<file path="src/rtl/pipeline_ctrl_pkg.sv">
// +----------------------------------------------------------------------+
// | pipeline_ctrl_pkg: shared types and constants for pipeline control    |
// | Rev 1.0                                                              |
// +----------------------------------------------------------------------+
`default_nettype none

package pipeline_ctrl_pkg;

  typedef enum logic [1:0] {
    RUN     = 2'd0,
    FLUSH2  = 2'd1,
    MC_WAIT = 2'd2
  } hz_state_t;

  localparam int                    REG_ADDR_W = 5;
  localparam logic [REG_ADDR_W-1:0] REG_ZERO   = 5'd0;
  localparam logic [31:0]           NOP_INSTR  = 32'h0000_0013;

endpackage

`default_nettype wire

</file>
<file path="src/rtl/pipeline_hazard_controller_sat_counter.sv">
// +----------------------------------------------------------------------+
// | sat_counter: W-bit up counter that sticks at all-ones                |
// | Rev 1.0                                                              |
// +----------------------------------------------------------------------+
`default_nettype none

module sat_counter #(
  parameter int W = 32
) (
  input  logic         clk,
  input  logic         reset_n,
  input  logic         inc,
  output logic [W-1:0] count
);

  logic [W-1:0] r_count;

  always_ff @(posedge clk) begin
    if (!reset_n) begin
      r_count <= '0;
    end else if (inc && (r_count != {W{1'b1}})) begin
      r_count <= r_count + 1'b1;
    end
  end

  assign count = r_count;

endmodule

`default_nettype wire

</file>
<file path="src/rtl/pipeline_hazard_controller.sv">
// +----------------------------------------------------------------------+
// | pipeline_hazard_controller: stall/flush sequencing for 5-stage pipe  |
// | Rev 1.0                                                              |
// +----------------------------------------------------------------------+
`default_nettype none

module pipeline_hazard_controller
  import pipeline_ctrl_pkg::*;
#(
  parameter int CNT_W = 32
) (
  input  logic                  clk,
  input  logic                  reset_n,
  input  logic [REG_ADDR_W-1:0] id_rs1,
  input  logic [REG_ADDR_W-1:0] id_rs2,
  input  logic                  id_uses_rs1,
  input  logic                  id_uses_rs2,
  input  logic [REG_ADDR_W-1:0] ex_rd,
  input  logic                  ex_is_load,
  input  logic                  ex_redirect,
  input  logic                  ex_mc_start,
  input  logic                  mc_done,
  output logic                  pc_write_enable,
  output logic                  if_id_write_enable,
  output logic                  if_id_flush,
  output logic                  id_ex_bubble,
  output logic                  id_ex_write_enable,
  output logic                  ex_mem_bubble,
  output logic [CNT_W-1:0]      stall_cycles,
  output logic [CNT_W-1:0]      flush_count
);

  hz_state_t r_state;
  hz_state_t w_next_state;
  logic      w_lu;
  logic      w_flush_inc;
  logic      w_stall_inc;

  assign w_lu = ex_is_load && (ex_rd != REG_ZERO) &&
                ((id_uses_rs1 && (id_rs1 == ex_rd)) ||
                 (id_uses_rs2 && (id_rs2 == ex_rd)));

  always_ff @(posedge clk) begin
    if (!reset_n) begin
      r_state <= RUN;
    end else begin
      r_state <= w_next_state;
    end
  end

  always_comb begin
    w_next_state       = r_state;
    pc_write_enable    = 1'b1;
    if_id_write_enable = 1'b1;
    if_id_flush        = 1'b0;
    id_ex_bubble       = 1'b0;
    id_ex_write_enable = 1'b1;
    ex_mem_bubble      = 1'b0;
    w_flush_inc        = 1'b0;

    if (!reset_n) begin
      // Reset overrides whatever state the sequencer was in.
      w_next_state       = RUN;
      pc_write_enable    = 1'b0;
      if_id_write_enable = 1'b0;
      id_ex_write_enable = 1'b0;
      if_id_flush        = 1'b1;
      id_ex_bubble       = 1'b1;
      ex_mem_bubble      = 1'b1;
    end else begin
      unique case (r_state)
        RUN: begin
          if (ex_redirect) begin
            if_id_flush  = 1'b1;
            id_ex_bubble = 1'b1;
            w_flush_inc  = 1'b1;
            w_next_state = FLUSH2;
          end else if (ex_mc_start) begin
            // A same-cycle completion means the op never needed to stall.
            if (!mc_done) begin
              pc_write_enable    = 1'b0;
              if_id_write_enable = 1'b0;
              id_ex_write_enable = 1'b0;
              ex_mem_bubble      = 1'b1;
              w_next_state       = MC_WAIT;
            end
          end else if (w_lu) begin
            pc_write_enable    = 1'b0;
            if_id_write_enable = 1'b0;
            id_ex_bubble       = 1'b1;
          end
        end
        FLUSH2: begin
          if_id_flush  = 1'b1;
          id_ex_bubble = 1'b1;
          w_next_state = RUN;
        end
        MC_WAIT: begin
          if (mc_done) begin
            w_next_state = RUN;
          end else begin
            pc_write_enable    = 1'b0;
            if_id_write_enable = 1'b0;
            id_ex_write_enable = 1'b0;
            ex_mem_bubble      = 1'b1;
          end
        end
        default: begin
          w_next_state = RUN;
        end
      endcase
    end
  end

  assign w_stall_inc = reset_n && !pc_write_enable;

  sat_counter #(.W(CNT_W)) u_stall_cnt (
    .clk     (clk),
    .reset_n (reset_n),
    .inc     (w_stall_inc),
    .count   (stall_cycles)
  );

  sat_counter #(.W(CNT_W)) u_flush_cnt (
    .clk     (clk),
    .reset_n (reset_n),
    .inc     (w_flush_inc),
    .count   (flush_count)
  );

endmodule

`default_nettype wire

</file>
<file path="config.mk">
export PLATFORM = sky130hd
export DESIGN_NAME = pipeline_hazard_controller
export DESIGN_NICKNAME = d
export VERILOG_FILES = /design/src/rtl/pipeline_ctrl_pkg.sv /design/src/rtl/pipeline_hazard_controller_sat_counter.sv /design/src/rtl/pipeline_hazard_controller.sv
export SDC_FILE = /design/constraint.sdc
export NUM_CORES = 1
export LEC_CHECK = 0
export CAP_MARGIN = 20
export CORE_ASPECT_RATIO = 1.75
export CORE_MARGIN = 2
export CORE_UTILIZATION = 50
export DETAILED_ROUTE_END_ITERATION = 12
export GPL_ROUTABILITY_DRIVEN = 0
export PLACE_DENSITY = 0.82
export SLEW_MARGIN = 20
export SYNTH_ARGS = -nofsm -noshare
export SYNTH_HDL_FRONTEND = slang
export SYNTH_HIERARCHICAL = 1
export SYNTH_SLANG_ARGS = --single-unit
</file>
<file path="constraint.sdc">
create_clock -name clk -period 3.8 [get_ports clk]
set_input_delay 0.76 -clock clk [delete_from_list [all_inputs] [get_ports clk]]
set_output_delay 0.76 -clock clk [all_outputs]
set_load 0.005 [all_outputs]
</file>
==> key figures <==
Run status
  – Status: finished clean

Setup path
  – Setup crit start kind: primary input
  – Slowest Stage Delay on Critical Path: just over 0.7 ns
  – Crit path cell chain: clkdlybuf4s50_1, or4_2, nor2_2, buf_4, o41a_1, clkdlybuf4s50_1
  – Critical Path End Type: output pin
  – CP max FO: 3
  – Worst endpoint required time: ~3.0 ns
  – Crit path arrival time: 2.94 ns
  – Critical path class: in2out
  – R2r setup slk: approximately 0.74 ns
  – CP max stage cell: or4_2
  – CP dominant cell by count: clkdlybuf4s50_1

Layout
  – Nets: roughly 570
  – Finished Cell Area: roughly 5000 um^2
  – Area of the multi-input gates: about 2300 um^2
  – # diodes: 0
  – FILL cells: 585
  – Most frequent cells in the layout: clkdlybuf4s50_1 (92), dfxtp_1 (66), nand2_1 (35), nor2_1 (29), nand3_1 (29)
  – Area Overhead vs Synth: 35.2%
  – Commonest non-fill, non-tap cell in the layout: clkdlybuf4s50_1
  – Sequential cell area: between 1000 and 1500 um^2
  – Layout cells sized above 1: 0.0899
  – Final core occ: 0.698

Floorplanning
  – Die width: around 70 um
  – I/O pins: slightly above 90
  – Chip Height: 118 um
  – Total core area: 7230 um^2
  – Initial Utilization: 0.516
  – Cell row count: 41
  – Die footprint: roughly 8200 um^2

Detailed routing
  – # DRC: 0
  – Routed Antenna Nets: 0
  – DR iter-0 viols: between 300 and 400
  – Total number of vias: roughly 4100
  – Final WL: ~11 mm
  – Drt first pass iters: 6
  – Vias/cell: around 6.5
  – Routed wire length per instance: between 15 and 20 um

Synthesis
  – Mapped cell area: between 3000 and 4000 um^2
  – Synthesis Warnings: 6
  – Sequential area share after synthesis: 0.354
  – Syn avg cell area: between 8 and 9 um^2
  – Synth Register Bits: between 60 and 70
  – Asr flop ratio synth: 0
  – Syn Inst Count: 444
  – Main synth FF type: dfxtp_1
  – Post-synthesis cell type count: 60
  – Post-synth EDFFs: 0
  – Syn_nets: 469

Global routing
  – Gr usage total: 0.269
  – Overflow after GRT: 0
  – Initial antenna violation count: 0
  – GR Util met2: 0.505
  – GR met1 Demand/Resource: 0.264
  – First-pass GRT wire length: between 15 and 20 mm
  – Grt met3 use: 0.0477
  – Busiest grt layer: met2
  – Pin count of the biggest net entering global routing: 26
  – Vias in the first global route: 3784

CTS
  – Hold-fix buffer count after cts: 0
  – Worst-Skew Late Latency: 0.33 ns
  – Worst-path clk slew: ~0.05 ns
  – Post-CTS Repair Setup Buffers: 0
  – Max clock buf depth: 2
  – CTS tree: built
  – # clock sinks: 66
  – CTS-repair resized insts: 0
  – Root buffer cell: clkbuf_16
  – Total CTS buffers: 9
  – H-tree levels: 3

Power and ir drop
  – Sw Ratio: 0.211
  – Cell-internal power: between 1 and 1.5 mW
  – Lkg Pwr: 1.60 nW
  – PwrDens: between 300 and 400 nW/um^2
  – Combinational Power Share: 0.061
  – Maximum VDD drop: between 0.2 and 0.25 mV
  – Clock Power Share: 0.483
  – Share of power burned in registers: 0.455
  – Net Sw Power: approximately 330 uW

Timing
  – RSZ-0062 raised after global routing: false
  – Fin crit period: 3.70 ns
  – Setup TNS: 0 ns
  – Fin. max-slew vios: 0
  – Final Cycle Share: 0.974
  – Final setup fails: 0
  – Worst Skew: around 0.007 ns
  – Relative slew slack: 0.365
  – Worst slew pin tran: between 0.9 and 1 ns
  – Hold Fails Final Rpt: 0
  – Achievable Freq: approximately 0.27 GHz

Placement
  – Number of buffers added on ports: 92
  – Post-DP HPWL: 8.30 mm
  – Cell Area, Placed: roughly 4800 um^2

Job
  – Max-Cap Viols: 0

Min path
  – Worst min path class: reg2reg
[state kept, by name, indices dropped and copies added, names as in the netlist]
signal and cells:
r_state 2, u_stall_cnt/count 32, u_flush_cnt/count 32
[cells in the mapped netlist, drive strengths merged (2+ instances only)]
cell type	n	area, um^2
and2	6	37.5
a211oi	4	30.0
o41ai	5	51.3
a21oi	30	161
xnor2	16	140
o31a	2	17.5
nor4	13	93.8
nand2b	13	81.3
nand2	35	131
o21ai	13	65.1
o21a	2	15.0
clkbuf	14	52.6
inv	9	33.8
mux2i	11	110
nor2	30	113
or3	14	92.6
nand3	31	165
ha	2	25.0
a2111oi	4	41.3
and3	9	56.3
and4	8	70.1
nor3	11	65.1
o31ai	17	141
buf	6	51.3
o211ai	5	37.5
xor2	9	78.8
o311ai	3	26.3
or4	24	193
dfxtp	66	1320
nand4	19	131
[critical path: cells and delay by family]
| family | cells | cell delay [ns] |
|---|---|---|
| simple gates | 2 | 0.85 |
| compound gates | 1 | 0.19 |
| buf+inv | 3 | 1.14 |
[cell families (layout without fill, tap and decap cells)]
group                      after synthesis  after routing  share of synthesized area
adders and majority gates                2              2                    0.00670
DFF                                     66             66                      0.354
muxes                                   11             11                     0.0295
and+or+nand+nor                        217            217                      0.338
xor gates and xnor gates                25             25                     0.0587
buffers and inverters                   30            131                     0.0379
AOI/OAI and AO/OA                       93             93                      0.176
[power by group through the flow]
stage               clock (mW)  combinational (mW)  sequential (mW)
finish                   0.743              0.0944            0.700
global route             0.780               0.101            0.700
CTS                      0.749              0.0942            0.700
detailed placement           0              0.0936            0.714
global placement             0              0.0905            0.714
floorplan                    0              0.0400            0.713
[worst paths after layout]
kind	from	to	depth (start not counted)
hold reg to reg	u_flush_cnt/count[27]	u_flush_cnt/count[27]	2
hold / removal	u_flush_cnt/count[27]	u_flush_cnt/count[27]	2
setup / recovery	ex_rd[1]	pc_write_enable	6
setup reg to reg	r_state[0]	u_stall_cnt/count[11]	8
[layout make-up]
type                       count  area share
multi-input combinational    348       0.452
clock buffer                  13      0.0516
sequential                    66       0.262
tap                           86      0.0213
inverter                      10     0.00744
timing repair buffer         108       0.206
[layer usage]
layer	wire (um)	vias to the layer above
li1	-	1897
met5	0	-
met3	575	38
met1	4030	1953
met4	442	0
met2	6230	201
[through the flow]
step,worst slack (ns),total power [mW],instances,hold slack (ns)
after floorplan,0.634,0.753,444,0.461
after global placement,0.0253,0.804,618,0.467
after detailed placement,0.00516,0.808,618,0.477
after CTS,0.0676,1.54,631,0.484
after global routing,0.0173,1.58,631,0.519
final,0.0984,1.54,631,0.491
No activity file was read; power rests on OpenSTA's default activity.
